## src/rtl/dest_zone_tracker.sv

```systemverilog
// dest_zone_tracker
//   Multi-destination goal detector for the maze level logic. Each frame
//   tick the player position is compared against the destination boxes. A
//   target counts as reached once the player has stayed in its box for DWELL
//   consecutive ticks. Targets are taken in ascending index order
//   (ORDERED=1) or in any order with the lowest index winning (ORDERED=0).
//
// Ports
//   clk, rst              clock; synchronous active-low reset
//   level_start           latch dest_enable, clear progress, arm
//   frame_tick            one strobe per video frame; all evaluation uses it
//   player_hPos/vPos      player position (unsigned)
//   dest_hPos/vPos        packed target positions, target i at [i*POS_W +: POS_W]
//   dest_enable           targets used by the next level
//   reached               targets completed this level
//   visible_o             targets the renderer should draw
//   dest_hit              one-cycle pulse: a target was just reached
//   hit_idx               index of the most recently reached target (held)
//   level_complete        one-cycle pulse: every enabled target reached
//   active                high while armed or dwelling
//   dbg_state             current FSM state, for checkers and debug
//
// Handshake: there is no valid/ready flow control. level_start and
// frame_tick are single-cycle strobes sampled on every rising clk edge;
// dest_hit and level_complete are single-cycle strobes with no backpressure.
module dest_zone_tracker #(
  parameter int NUM_DEST = 4,
  parameter int POS_W    = 12,
  parameter int TOL      = 0,
  parameter int DWELL    = 4,
  parameter int ORDERED  = 1,
  parameter int IDX_W    = (NUM_DEST > 1) ? $clog2(NUM_DEST) : 1
) (
  input  logic                      clk,
  input  logic                      rst,
  input  logic                      level_start,
  input  logic                      frame_tick,
  input  logic [POS_W-1:0]          player_hPos,
  input  logic [POS_W-1:0]          player_vPos,
  input  logic [NUM_DEST*POS_W-1:0] dest_hPos,
  input  logic [NUM_DEST*POS_W-1:0] dest_vPos,
  input  logic [NUM_DEST-1:0]       dest_enable,
  output logic [NUM_DEST-1:0]       reached,
  output logic [NUM_DEST-1:0]       visible_o,
  output logic                      dest_hit,
  output logic [IDX_W-1:0]          hit_idx,
  output logic                      level_complete,
  output logic                      active,
  output logic [1:0]                dbg_state
);

  localparam int CNT_W = $clog2(DWELL + 1);
  localparam logic [POS_W:0] TOL_X = (POS_W + 1)'(TOL);

  typedef enum logic [1:0] {
    S_IDLE  = 2'd0,
    S_ARMED = 2'd1,
    S_DWELL = 2'd2,
    S_DONE  = 2'd3
  } state_t;

  state_t               state;
  logic [NUM_DEST-1:0]  en_q;
  logic [IDX_W-1:0]     cur_idx;
  logic [CNT_W-1:0]     dwell_cnt;

  logic [NUM_DEST-1:0]  in_zone;
  logic [NUM_DEST-1:0]  pending;
  logic [NUM_DEST-1:0]  eligible;
  logic [NUM_DEST-1:0]  cand;
  logic [IDX_W-1:0]     sel_idx;
  logic                 sel_found;
  logic [CNT_W-1:0]     cnt_inc;
  logic                 do_complete;
  logic [IDX_W-1:0]     hit_target;
  logic [NUM_DEST-1:0]  reached_next;

  // Per-target box test; magnitudes are taken without wrap or sign.
  for (genvar g = 0; g < NUM_DEST; g++) begin : g_zone
    logic [POS_W-1:0] dst_h, dst_v, dh, dv;
    assign dst_h = dest_hPos[g*POS_W +: POS_W];
    assign dst_v = dest_vPos[g*POS_W +: POS_W];
    assign dh = (player_hPos >= dst_h) ? (player_hPos - dst_h) : (dst_h - player_hPos);
    assign dv = (player_vPos >= dst_v) ? (player_vPos - dst_v) : (dst_v - player_vPos);
    assign in_zone[g] = ({1'b0, dh} <= TOL_X) && ({1'b0, dv} <= TOL_X);
  end

  assign pending  = en_q & ~reached;
  // In ordered mode only the lowest outstanding target is eligible
  // (x & -x isolates the lowest set bit).
  assign eligible = (ORDERED != 0) ? (pending & (~pending + NUM_DEST'(1))) : pending;
  assign cand     = eligible & in_zone;

  // Lowest-index in-zone eligible target.
  always_comb begin
    sel_found = 1'b0;
    sel_idx   = '0;
    for (int i = NUM_DEST - 1; i >= 0; i--) begin
      if (cand[i]) begin
        sel_found = 1'b1;
        sel_idx   = IDX_W'(i);
      end
    end
  end

  assign cnt_inc = dwell_cnt + CNT_W'(1);

  // A target completes either on the very first in-zone tick (DWELL==1) or
  // when the dwell counter reaches DWELL.
  assign do_complete =
      ((state == S_ARMED) && (pending != '0) && frame_tick && sel_found && (DWELL == 1)) ||
      ((state == S_DWELL) && frame_tick && in_zone[cur_idx] && (cnt_inc == CNT_W'(DWELL)));

  assign hit_target   = (state == S_ARMED) ? sel_idx : cur_idx;
  assign reached_next = reached | (NUM_DEST'(1) << hit_target);

  always_ff @(posedge clk) begin
    if (!rst) begin
      state          <= S_IDLE;
      en_q           <= '0;
      reached        <= '0;
      cur_idx        <= '0;
      dwell_cnt      <= '0;
      hit_idx        <= '0;
      dest_hit       <= 1'b0;
      level_complete <= 1'b0;
    end else begin
      dest_hit       <= 1'b0;
      level_complete <= 1'b0;
      if (level_start) begin
        // Restart from any state; a tick on this cycle is ignored.
        en_q      <= dest_enable;
        reached   <= '0;
        dwell_cnt <= '0;
        state     <= S_ARMED;
      end else begin
        case (state)
          S_ARMED: begin
            if (pending == '0) begin
              state          <= S_DONE;
              level_complete <= 1'b1;
            end else if (frame_tick && sel_found) begin
              cur_idx   <= sel_idx;
              dwell_cnt <= CNT_W'(1);
              state     <= S_DWELL;
            end
          end
          S_DWELL: begin
            if (frame_tick) begin
              if (in_zone[cur_idx]) begin
                dwell_cnt <= cnt_inc;
              end else begin
                dwell_cnt <= '0;
                state     <= S_ARMED;
              end
            end
          end
          default: ;
        endcase
        // Completion overrides the state chosen above.
        if (do_complete) begin
          reached   <= reached_next;
          hit_idx   <= hit_target;
          dest_hit  <= 1'b1;
          dwell_cnt <= '0;
          if (reached_next == en_q) begin
            level_complete <= 1'b1;
            state          <= S_DONE;
          end else begin
            state <= S_ARMED;
          end
        end
      end
    end
  end

  assign visible_o = (state == S_IDLE) ? '0 : eligible;
  assign active    = (state == S_ARMED) || (state == S_DWELL);
  assign dbg_state = state;

endmodule

```

## config.mk

```make
export PLATFORM = sky130hd
export DESIGN_NAME = dest_zone_tracker
export DESIGN_NICKNAME = d
export VERILOG_FILES = /design/src/rtl/dest_zone_tracker.sv
export SDC_FILE = /design/constraint.sdc
export NUM_CORES = 1
export LEC_CHECK = 0
export ABC_AREA = 1
export CAP_MARGIN = 30
export CELL_PAD_IN_SITES_DETAIL_PLACEMENT = 0
export CELL_PAD_IN_SITES_GLOBAL_PLACEMENT = 1
export CORE_MARGIN = 2
export CORE_UTILIZATION = 44
export DETAILED_ROUTE_END_ITERATION = 8
export DONT_BUFFER_PORTS = 1
export PLACE_DENSITY = 0.81
export SLEW_MARGIN = 5
export SYNTH_ARGS = -nofsm -noshare
export SYNTH_HDL_FRONTEND = slang
export SYNTH_SLANG_ARGS = --single-unit
export TNS_END_PERCENT = 100
```

## constraint.sdc

```tcl
create_clock -name clk -period 3.3 [get_ports clk]
set_clock_uncertainty 0.1 [all_clocks]
set_input_delay 0.495 -clock clk [delete_from_list [all_inputs] [get_ports clk]]
set_output_delay 0.495 -clock clk [all_outputs]
set_load 0.1 [all_outputs]
```

-- Word level (Yosys, flattened, before mapping)
Index checks and enable logic that the tools add are counted.
- shifts and indexed selects: 1
- muxes and demuxes: 38
- reductions and logical operators: 21
- bitwise gates (word level): 9
- $add $sub $neg: 18
- equal/unequal tests: 13
- order comparisons: 17
- operators with widths (operator ; number):
    $sub A12 B12 Y12 ; 16
    $ge A12 B12 Y1 ; 8
    $le A12 B1 Y1 const B ; 8
    $mux W12 ; 8
    $mux W2 ; 11
    $reduce_and A4 Y1 ; 4
    $and A4 B4 Y4 ; 3
    $mux W3 ; 4
    $ne A4 B4 Y1 const B ; 3
    $mux W1 ; 11
    $logic_and A1 B1 Y1 ; 8
    $not A4 Y4 ; 2
    $ne A2 B2 Y1 const B ; 3
    $ne A3 B3 Y1 const B ; 2
    $pmux W3 S2 ; 1
    $ne A5 B5 Y1 const B ; 1
    $add A4 B1 Y4 const B ; 1
    $eq A4 B4 Y1 ; 1
    $logic_not A4 Y1 ; 1
    $mux W4 ; 1
    $or A4 B4 Y4 ; 1
    $pmux W2 S2 ; 1
    $reduce_bool A4 Y1 ; 1
    $shl A1 B2 Y4 const A ; 1
    14 further kinds ; 16
- output and inout bits: 15
- logic and storage cells: 126
- bits in registers: 19

-- Logic depth before layout (Yosys ltp)
- depth after elaboration: 17
- depth in mapped cells: 29
- gate-level depth less buffers: 28

-- Worst setup path after synthesis
Ideal clock, no wire load.
- path kind: reg-to-output
- start: reg state[0], in the netlist dbg_state[0]
- end: out visible_o[1]
- path buffers: 0
- path slack: -0.799 ns
- cell stages (with the launch flop): 4
- arrival time: 3.504 ns
- cell sequence: dfxtp_1 inv_1 ha_1 nor3_1
- word-level cells in the longest chain between the ends: 2
- ends and longest elaborated chain (element ; RTL line ; source):
    start: declaration ; 62 ; state_t state;
    start signal: assignment ; 119 ; state <= S_IDLE;
    start signal: assignment ; 135 ; state <= S_ARMED;
    start signal: assignment ; 140 ; state <= S_DONE;
    $logic_not A2 Y1 ; 177 ; assign visible_o = (state == S_IDLE) ? '0 : eligible;
    $mux W4 ; 177 ;
    end: declaration ; 44 ; output logic [NUM_DEST-1:0] visible_o,
No other way between the ends.

-- Final worst setup path
- start: in player_vPos[3]
- end: reg state[1], in the netlist dbg_state[1]
- word-level cells in the longest chain between the ends: 15
- elaborated cells on any way between the ends: 49
- those cells by class: add/sub: 8; order compare: 8; eq/ne: 4; shift: 1; mux: 17; bitwise: 2; reduce/logical: 9
- ends and longest elaborated chain (element ; RTL line ; source):
    start: declaration ; 39 ; input logic [POS_W-1:0] player_vPos,
    $sub A12 B12 Y12 or $ge A12 B12 Y1 (tied branches) ; 84 ; assign dv = (player_vPos >= dst_v) ? (player_vPos - dst_v) : (dst_v - player_vPos);
    $mux W12 ; 84 ;
    $le A12 B1 Y1 ; 85 ; assign in_zone[g] = ({1'b0, dh} <= TOL_X) && ({1'b0, dv} <= TOL_X);
    $logic_and A1 B1 Y1 ; 85 ;
    $and A4 B4 Y4 ; 92 ; assign cand = eligible & in_zone;
    $mux W2 (4 in series) ; 99 ; if (cand[i]) begin
    $mux W2 ; 114 ; assign hit_target = (state == S_ARMED) ? sel_idx : cur_idx;
    $shl A1 B2 Y4 ; 115 ; assign reached_next = reached | (NUM_DEST'(1) << hit_target);
    $or A4 B4 Y4 ; 115 ;
    $eq A4 B4 Y1 ; 166 ; if (reached_next == en_q) begin
    $mux W2 ; 166 ;
    $mux W2 ; 161 ; if (do_complete) begin
    end signal: assignment ; 119 ;
    end signal: assignment ; 168 ; state <= S_DONE;
    end signal: assignment ; 170 ; state <= S_ARMED;
Several ways; a longest one is shown, not always the timed one. The select of a mux whose other input is x is not followed.
A chain may end at the register's enable or synchronous reset.

==> results.toml <==
[outcome]
run_status = "complete, no violations"

[cells_and_area]
drive_gt1_share_pct = 19.4
final_net_count = 3473
areaGrowthSynthToFinish_pct = 31.0
post-route-util_pct = 58.0
antennaDiodeCount = 0

[logic_synthesis]
synth.avg_cell_area_um2 = 4.94
mux_share_of_post_synthesis_cell_area_pct = 0
synth_top_family_by_area = "simple AND/OR/NAND/NOR gates"
complex_gate_fraction_of_the_synthesized_area_pct = 7.06
synth_area_um2 = 13900
syn_inst = 2809
number_of_enable_flip_flop_cells_after_synthesis = 0
ys_top_cells_by_count = "sky130_fd_sc_hd__nand2_1, sky130_fd_sc_hd__inv_1, sky130_fd_sc_hd__nand3_1"
yosys.area_share.adder_pct = 17.0
synth-warning-count = 0
synth_top_area_cell = "sky130_fd_sc_hd__nand2_1"
synth_fp_nets = 3126
ys_dominant_reg_cell = "sky130_fd_sc_hd__dfxtp_1"
synth_area_in_xor_xnor_pct = 2.27
synth_most_common_cell = "sky130_fd_sc_hd__nand2_1"
synth_simple_gate_area_share_pct = 53.8
synth_cell_types = 40
synth_seq_cells = 19
post-synth-top-area-fraction_pct = 32.6
netlist_top_cells_area = "sky130_fd_sc_hd__nand2_1, sky130_fd_sc_hd__ha_1, sky130_fd_sc_hd__inv_1"
yosysSeqAreaShare_pct = 2.74
synth-async-reset-ratio_pct = 0

[sta]
fin_worst_hold_slack_ns = 0.259
setup_violations = 0
slew_violations = 0
worstMarginPinSlew_ns = 0.966
final_clock_period_utilization_by_the_worst_path_pct = 99.4
rsz_0062_raised_after_global_routing = "yes"
slew_headroom_pct = 35.5
period_needed_ns = 3.28
final-hold-violation-count = 0
maxClockFrequency_mhz = 305

[cts]
cts.path.max_buffers = 2
cts_tree = "yes"
cts_inserted_buffers = 3
cts_clk_pin_slew_worst_paths_ns = 0.06
worstSkewPairLatency_ns = 0.25
tritoncts_num_sinks = 19
cts_htree_levels = 1
buffer_type_at_the_clock_tree_root = "sky130_fd_sc_hd__clkbuf_16"

[floorplanning]
boundaryPins = 143
rows = 65
die_height_um = 182
core_region_area_um2 = 31300
start_util_pct = 44.3
die_w_um = 182
die_area_um2 = 33000

[routing]
detailedRoute.firstIterationViolations = 895
via_total_after_detailed_routing = 17568
antenna_nets_post_route = 0
routed_wire_length_per_instance_um = 14.8
routed.top_layer = "met4"
avgViaCountPerCell = 4.94
route.met2.wl_um = 25100
m1_wl_um = 22500
totalWireLength_um = 52500
drtPass1Iterations = 6
met3_length_um = 2900
drc = 0

[critical_path]
crit_path_capture_type = "flop"
critPathMaxStageDelay_ns = 0.38
cp_top_family = "simple AND/OR/NAND/NOR gates"
timing_worst_setup_path_type = "primary input to flop"
worstPathArrival_ns = 3.37
worstSetupStartpointType = "primary input"
critPathMaxFanout = 7
timing.critical_path.required_ns = 3.39
timing.critical_path.buf_inv = 3
dominant_cell_type_by_count_on_the_critical_path = "sky130_fd_sc_hd__nand2_1"
cp_slowest_cell = "sky130_fd_sc_hd__ha_4"

[global_route]
grt_pass1_wl_um = 82700
grt-ovfl-total = 0
grt_max_degree = 19
number_of_antenna_violations_at_the_first_check_in_global_routing = 0
grt_pass1_vias = 16757
globalRouteTotalUtil_pct = 30.8

[min_path]
timing.hold.worst.class = "primary input to flop"

[placed_design]
port_buffers = 0
gp_congestion = 0.990
place.detailed.hpwl_um = 45000

[run]
max-cap-violations = 0

[power_and_ir_drop]
power_per_cell_area_nw_per_um2 = 223
vdd_drop_max_mv = 0.225
p_leak_nw = 11.1
## layer usage
layer	up-vias	track usage [%]
li1	9265	-
met1	7776	37.5
met2	437	55.2
met3	90	3.97
met4	0	11.2
met5	-	0
## timing repair
action / in CTS / in global routing
cloned: 3 / 1
pin swaps: 11 / 38
resized for setup: 50 / 167
hold endpoints to repair: 0 / 0
hold buffers: 0 / 0
buffers inserted: 3 / 14
endpoints found under the setup margin: 11 / 15
## power by group
part | switching (mW) | leakage [nW] | internal (mW)
Combinational | 2.07 | 10.9 | 1.47
Sequential | 0.00797 | 0.155 | 0.239
Clock | 0.0943 | 0.0371 | 0.164
## state kept, by name (all words and copies together), names as in the netlist
register / cells
reached: 4
en_q: 4
level_complete: 1
cur_idx: 2
dwell_cnt: 3
dest_hit: 1
dbg_state: 2
hit_idx: 2
## stage by stage
stage / instance area [µm²] / setup slack, ns / std cells / TNS [ns] / total power [mW]
3_5_place_dp: 16900 / -0.439 / 3532 / -4.51 / 3.53
4_1_cts: 17300 / 0.00224 / 3542 / 0 / 3.87
5_1_grt: 18200 / -0.231 / 3557 / -1.61 / 4.50
6_report: 18200 / 0.0182 / 3557 / 0 / 4.05
2_1_floorplan: 13900 / -0.799 / 2809 / -2.40 / 2.39
3_3_place_gp: 16900 / -0.379 / 3532 / -3.96 / 3.51
## final cells by class
cell class,count,area [µm²]
timing repair buffer,377,2970
tap,402,503
clock inverter,1,7.51
multi-input combinational,2194,12100
fill,3278,13100
clock buffer,3,75.1
inverter,561,2150
sequential,19,380
## worst reg2reg max path, cell delays in order (launching register included)
cell	delay, ns
sky130_fd_sc_hd__dfxtp_1	0.30
sky130_fd_sc_hd__buf_4	0.29
sky130_fd_sc_hd__nor2_1	0.17
sky130_fd_sc_hd__inv_1	0.14
sky130_fd_sc_hd__nand3_1	0.14
sky130_fd_sc_hd__nor2_1	0.30
sky130_fd_sc_hd__nand3_4	0.14
sky130_fd_sc_hd__nand2_4	0.08
sky130_fd_sc_hd__nand2_1	0.06
sky130_fd_sc_hd__nand2_2	0.11
sky130_fd_sc_hd__nand2_2	0.08
sky130_fd_sc_hd__a21oi_2	0.13
sky130_fd_sc_hd__nand2_1	0.06
sky130_fd_sc_hd__nor2_1	0.08
sky130_fd_sc_hd__nand2_1	0.08
sky130_fd_sc_hd__a21oi_1	0.13
## cells in the final DEF, fill, tap and decap left out, types with 5 or more instances in the layout
cell,n
sky130_fd_sc_hd__nand2_4,10
sky130_fd_sc_hd__nor2_4,11
sky130_fd_sc_hd__nor2_2,31
sky130_fd_sc_hd__dfxtp_1,19
sky130_fd_sc_hd__nand3_1,224
sky130_fd_sc_hd__ha_1,142
sky130_fd_sc_hd__buf_4,359
sky130_fd_sc_hd__nor2_1,189
sky130_fd_sc_hd__inv_2,14
sky130_fd_sc_hd__nand3b_1,5
sky130_fd_sc_hd__buf_6,12
sky130_fd_sc_hd__nor3_2,7
sky130_fd_sc_hd__o21ai_0,19
sky130_fd_sc_hd__a21oi_2,18
sky130_fd_sc_hd__nand4_1,69
sky130_fd_sc_hd__and2_1,10
sky130_fd_sc_hd__a21oi_1,78
sky130_fd_sc_hd__xor2_1,33
sky130_fd_sc_hd__o21bai_1,21
sky130_fd_sc_hd__nand2_1,1170
sky130_fd_sc_hd__ha_4,36
sky130_fd_sc_hd__nand2_2,50
sky130_fd_sc_hd__clkbuf_16,5
sky130_fd_sc_hd__ha_2,11
sky130_fd_sc_hd__a21oi_4,7
sky130_fd_sc_hd__clkinvlp_4,12
sky130_fd_sc_hd__nor3_1,7
sky130_fd_sc_hd__nand3_2,9
sky130_fd_sc_hd__inv_1,533
## kinds of logic (layout without fill, tap and decap cells)
| kind of cell | Yosys count | in the layout |
|---|---|---|
| simple gates | 1799 | 1803 |
| buf+inv | 600 | 942 |
| fa+ha+maj | 189 | 189 |
| compound gates | 166 | 166 |
| xor+xnor | 36 | 36 |
| flops | 19 | 19 |
## final timing paths
check	start	to	slack (ns)	cells past startpoint
min	rst	dbg_state[0]	0.26	2
min reg2reg	dwell_cnt[0]	dwell_cnt[0]	0.39	2
max reg2reg	reached[2]	dbg_state[1]	0.84	15
max	player_vPos[3]	dbg_state[1]	0.02	25
Note: power is estimated with default switching activity, not from simulation.
==> RTL edit 1, RTL diff (same settings) <==
The parameter `DWELL` goes from 4 to 8.
--- a/src/rtl/dest_zone_tracker.sv
+++ b/src/rtl/dest_zone_tracker.sv
@@ -28,5 +28,5 @@
   parameter int POS_W    = 12,
   parameter int TOL      = 0,
-  parameter int DWELL    = 4,
+  parameter int DWELL    = 8,
   parameter int ORDERED  = 1,
   parameter int IDX_W    = (NUM_DEST > 1) ? $clog2(NUM_DEST) : 1
Check against the original RTL: not equivalent (a bounded check fails within 10 cycles, from zero or initial values and one cycle with rst low).
==> RTL edit 1 against the unedited design <==
  * Total power up 13%
  * Sequential cell count increased by 1
  * First-iteration DRC count grew 16%
  * Synthesized cell count grew 7.8%
  * Die area is 8.0% higher
  * Wire length grew 11%
  * The run now ends with negative setup slack left
  * Sequential power grew 4%
  * Final area grew 9.6%
  * Area after synthesis is 8.2% higher
  * Final cell count rose by 7.9%
  * Highest routed layer unchanged
  * Clock power decreased by 3%
  * Setup slack lost 54 ps
==> RTL edit 1: results <==
final_layout:
  buf_share_pct: 16.1
  clock_area_share_pct: 0.377
  multi_input_gates: 2377
  seq_share_pct: 2.01
  fillers: 3503
  buffers_excl_clock: 402
  multi_input_area_share_pct: 67.3
  antenna-diode-count: 1
global_route:
  antenna_found_initial: 1
  grt_pass1_vias: 18400
  grt_first_pass_wirelength_mm: 90.8
detailed_routing:
  wl_met2_mm: 27.2
  drtIter0Drc: 1041
  met1Wirelength_mm: 26.4
setup_path:
  rrSetupSlack_ps: 770
  slowest_delay_ps: 270
  reg2reg_from: "en_q[0]$_SDFFE_PN0P_"
  cp-endpoint: "hit_idx[1]$_SDFFE_PN0P_"
outcome:
  violations: "negative setup slack"
  status: "finished with violations"
timing:
  tns_ps: -74.2
  final-setup-viol-count: 4
  worst_slew_pin_slew_ps: 1010
  hold_slack_ps: 265
  layout_setup_ws_ps: -36.1
yosys:
  syn-num-nets: 3344
  synthTopCellsByCount: "1296 x nand2_1, 566 x inv_1, 267 x nand3_1"
  yosysSeqAreaShare_pct: 2.67
placement:
  hpwl_mm: 49.7
  dp_slack_ps: -496
  placed_area_um2: 18100
  gp_congestion: 0.976
clocking:
  post_cts_buffers: 7
  cts.repair.resized: 57
power:
  p_leak_uw: 0.0121
floorplan:
  rows: 67
## RTL edit 1: cell types whose count changed after synthesis, sizes merged, moves of 10 or more
cell / unedited run / this run
nor2: 231 / 253
inv: 560 / 584
nand2: 1227 / 1336
buf: 30 / 41
a21oi: 103 / 113
nand3: 236 / 269
## RTL edit 1: layer usage
metal | global-route usage (%) | up-vias
met5 | 0 | -
met1 | 40.8 | 8874
met3 | 2.78 | 109
met2 | 55.0 | 480
met4 | 6.91 | 0
li1 | - | 9971
## RTL edit 1: cell families (layout without fill, tap and decap cells)
group	count (synthesis)	after routing	synth area share, %
AOI/OAI and AO/OA	179	179	7.26
xor gates and xnor gates	35	35	2.04
adders and majority gates	189	189	15.8
buffers and inverters	635	993	16.9
DFF	20	20	2.67
other	0	1	0
and+or+nand+nor	1969	1974	55.4
## RTL edit 1: power breakdown
part	total (uW)	switching [uW]	internal [uW]	leakage, uW
registers	258	8.25	250	0.000163
clock network	250	89.7	160	0.0000370
logic	4060	2390	1660	0.0119
==> RTL edit 2, RTL diff (same settings) <==
Without the edit above. Put a register stage on the outputs `visible_o` and `active`, cleared by the reset. The values now appear one clock later. The other outputs are not delayed to match.
--- a/src/rtl/dest_zone_tracker.sv
+++ b/src/rtl/dest_zone_tracker.sv
@@ -175,6 +175,13 @@
   end
 
-  assign visible_o = (state == S_IDLE) ? '0 : eligible;
-  assign active    = (state == S_ARMED) || (state == S_DWELL);
+  always_ff @(posedge clk) begin
+    if (!rst) begin
+      visible_o <= '0;
+      active    <= '0;
+    end else begin
+      visible_o <= (state == S_IDLE) ? '0 : eligible;
+      active    <= (state == S_ARMED) || (state == S_DWELL);
+    end
+  end
   assign dbg_state = state;
 
Function: changed (Yosys sat finds a counterexample within 4 cycles, from zero or initial values and one cycle with rst low).
==> RTL edit 2 against the unedited design <==
  * Wire length increased by 19%
  * Area after synthesis increased by 12%
  * Setup slack got worse by 120 ps
  * Hold slack got worse by 20 ps
  * Sequential share of layout area increased by 0.19 points
  * Sequential cell count increased by 5
  * Synthesized cell count increased by 13%
  * Register-to-register slack got worse by 130 ps
  * Final area increased by 16%
  * The run now ends with negative setup slack left
  * Combinational power increased by 21%
  * Final cell count increased by 13%
  * Total power increased by 21%
==> RTL edit 2: results <==
outcome:
  status: "finished with violations"
  violations: "negative setup slack"
global_route:
  grt_pass1_vias: 19000
  grt_usage_pct: 32.4
  grt_first_pass_wirelength_mm: 94.6
  antenna_found_initial: 1
  grt_max_degree: 15
yosys:
  synthTopCellsByArea: "nand2_1 33%, ha_1 15%, inv_1 15%, nand3_1 8.3%, nor2_1 6.4%"
  yosys_warnings: 0
  synthTopCellsByCount: "1380 x nand2_1, 603 x inv_1, 263 x nor2_1"
  yosys_most_used_dff: "dfxtp_1"
  syn-num-nets: 3483
  avgSynthCellArea_um2: 4.89
  synth_async_sr_flop_share_pct: 0
  synthDistinctLibCells: 47
  yosysSeqAreaShare_pct: 3.10
detailed_routing:
  drtPass1Iterations: 6
  post_drt_wl_per_cell_um: 15.4
  wl_mm: 62.2
  vias: 20100
  drtIter0Drc: 1131
setup_path:
  path_max_fanout: 7
  critPathSlowestCell: "or2_2"
  critical_path.top_delay_family: "simple AND/OR/NAND/NOR gates"
  slowest_delay_ps: 310
  arrival_ps: 3450
  rr_worst_depth: 12
placement:
  gp_congestion: 0.981
  hpwl_mm: 53.3
  port_buffers: 0
  dp.cells: 3980
final_layout:
  reg_top3: "en_q: 4 flops, reached: 4 flops, visible_o: 4 flops"
  fillers: 3509
  antenna-diode-count: 0
  final_net_count: 3895
  drive_gt1_share_pct: 23.6
clocking:
  cts_max_path_buffers: 2
  path_clk_slew_ps: 70
  cts-htree-levels: 1
  cts_buffers: 3
  root_buffer: "clkbuf_16"
  clock_latency_ps: 260
power:
  p_leak_uw: 0.0127
  switching_share_pct: 53.7
  clk-power_uw: 297
  peakVddDrop_mv: 0.348
  seq_power_share_pct: 6.7
timing:
  final-setup-viol-count: 5
  finalMaxSlewViolations: 0
  worst_slew_pin_slew_ps: 981
  layout_setup_ws_ps: -97.0
hold_path:
  holdCritPathClass: "primary input to flop"
  hold_depth: 2
[RTL edit 2: timing repair]
item | in CTS | in global routing
resized for setup | 75 | 293
setup endpoints to repair | 11 | 15
hold buffers | 0 | 0
pin swaps | 28 | 88
cloned | 3 | 2
setup buffers | 14 | 29
endpoints found under the hold margin | 0 | 0
[RTL edit 2: final timing paths]
path,startpoint,endpoint,slack (ps)
worst min register to register,dwell_cnt[2]$_SDFFE_PP0P_,dwell_cnt[2]$_SDFFE_PP0P_,390
worst max-delay path,player_vPos[8],cur_idx[0]$_SDFFE_PN0P_,-100
worst min-delay path,rst,active$_SDFF_PN0_,240
worst max register to register,en_q[2]$_SDFFE_PN0P_,cur_idx[0]$_SDFFE_PN0P_,710
[RTL edit 2: cells by family after synthesis]
kind of cell               Yosys count  synth area share [%]
buffers and inverters              683                  17.6
DFF                                 24                  3.10
adders and majority gates          189                  15.3
xor gates and xnor gates            32                  1.81
and+or+nand+nor                   2065                  55.4
AOI/OAI and AO/OA                  173                  6.80
[RTL edit 2: per-stage QoR]
stage	worst slack, ps	total power (uW)	setup TNS, ps	hold slack [ps]	cell area [um^2]
floorplan	232	2770	0	345	15500
global placement	-391	4080	-4510	368	18900
detailed placement	-445	4120	-5100	376	18900
CTS	0.515	4530	0	238	19500
global route	-234	5370	-1900	242	21100
finish	-97.0	4890	-308	239	21100
[RTL edit 2: final cells by class]
class	count	area [um^2]	share of cell area (%)
Inverter	628	2430	11.5
Sequential cell	24	480	2.28
Timing Repair Buffer	458	3670	17.4
Multi-Input combinational cell	2463	13800	65.6
Tap cell	455	569	2.70
Clock buffer	4	88.8	0.422
[RTL edit 2: per-layer routing]
layer	part of all wire, %	GRT usage, %	routed length [um]
met1	45	41.9	27700
met2	44	53.8	27600
met3	6.7	5.39	4170
met4	4.5	12.0	2770
met5	0	0	0
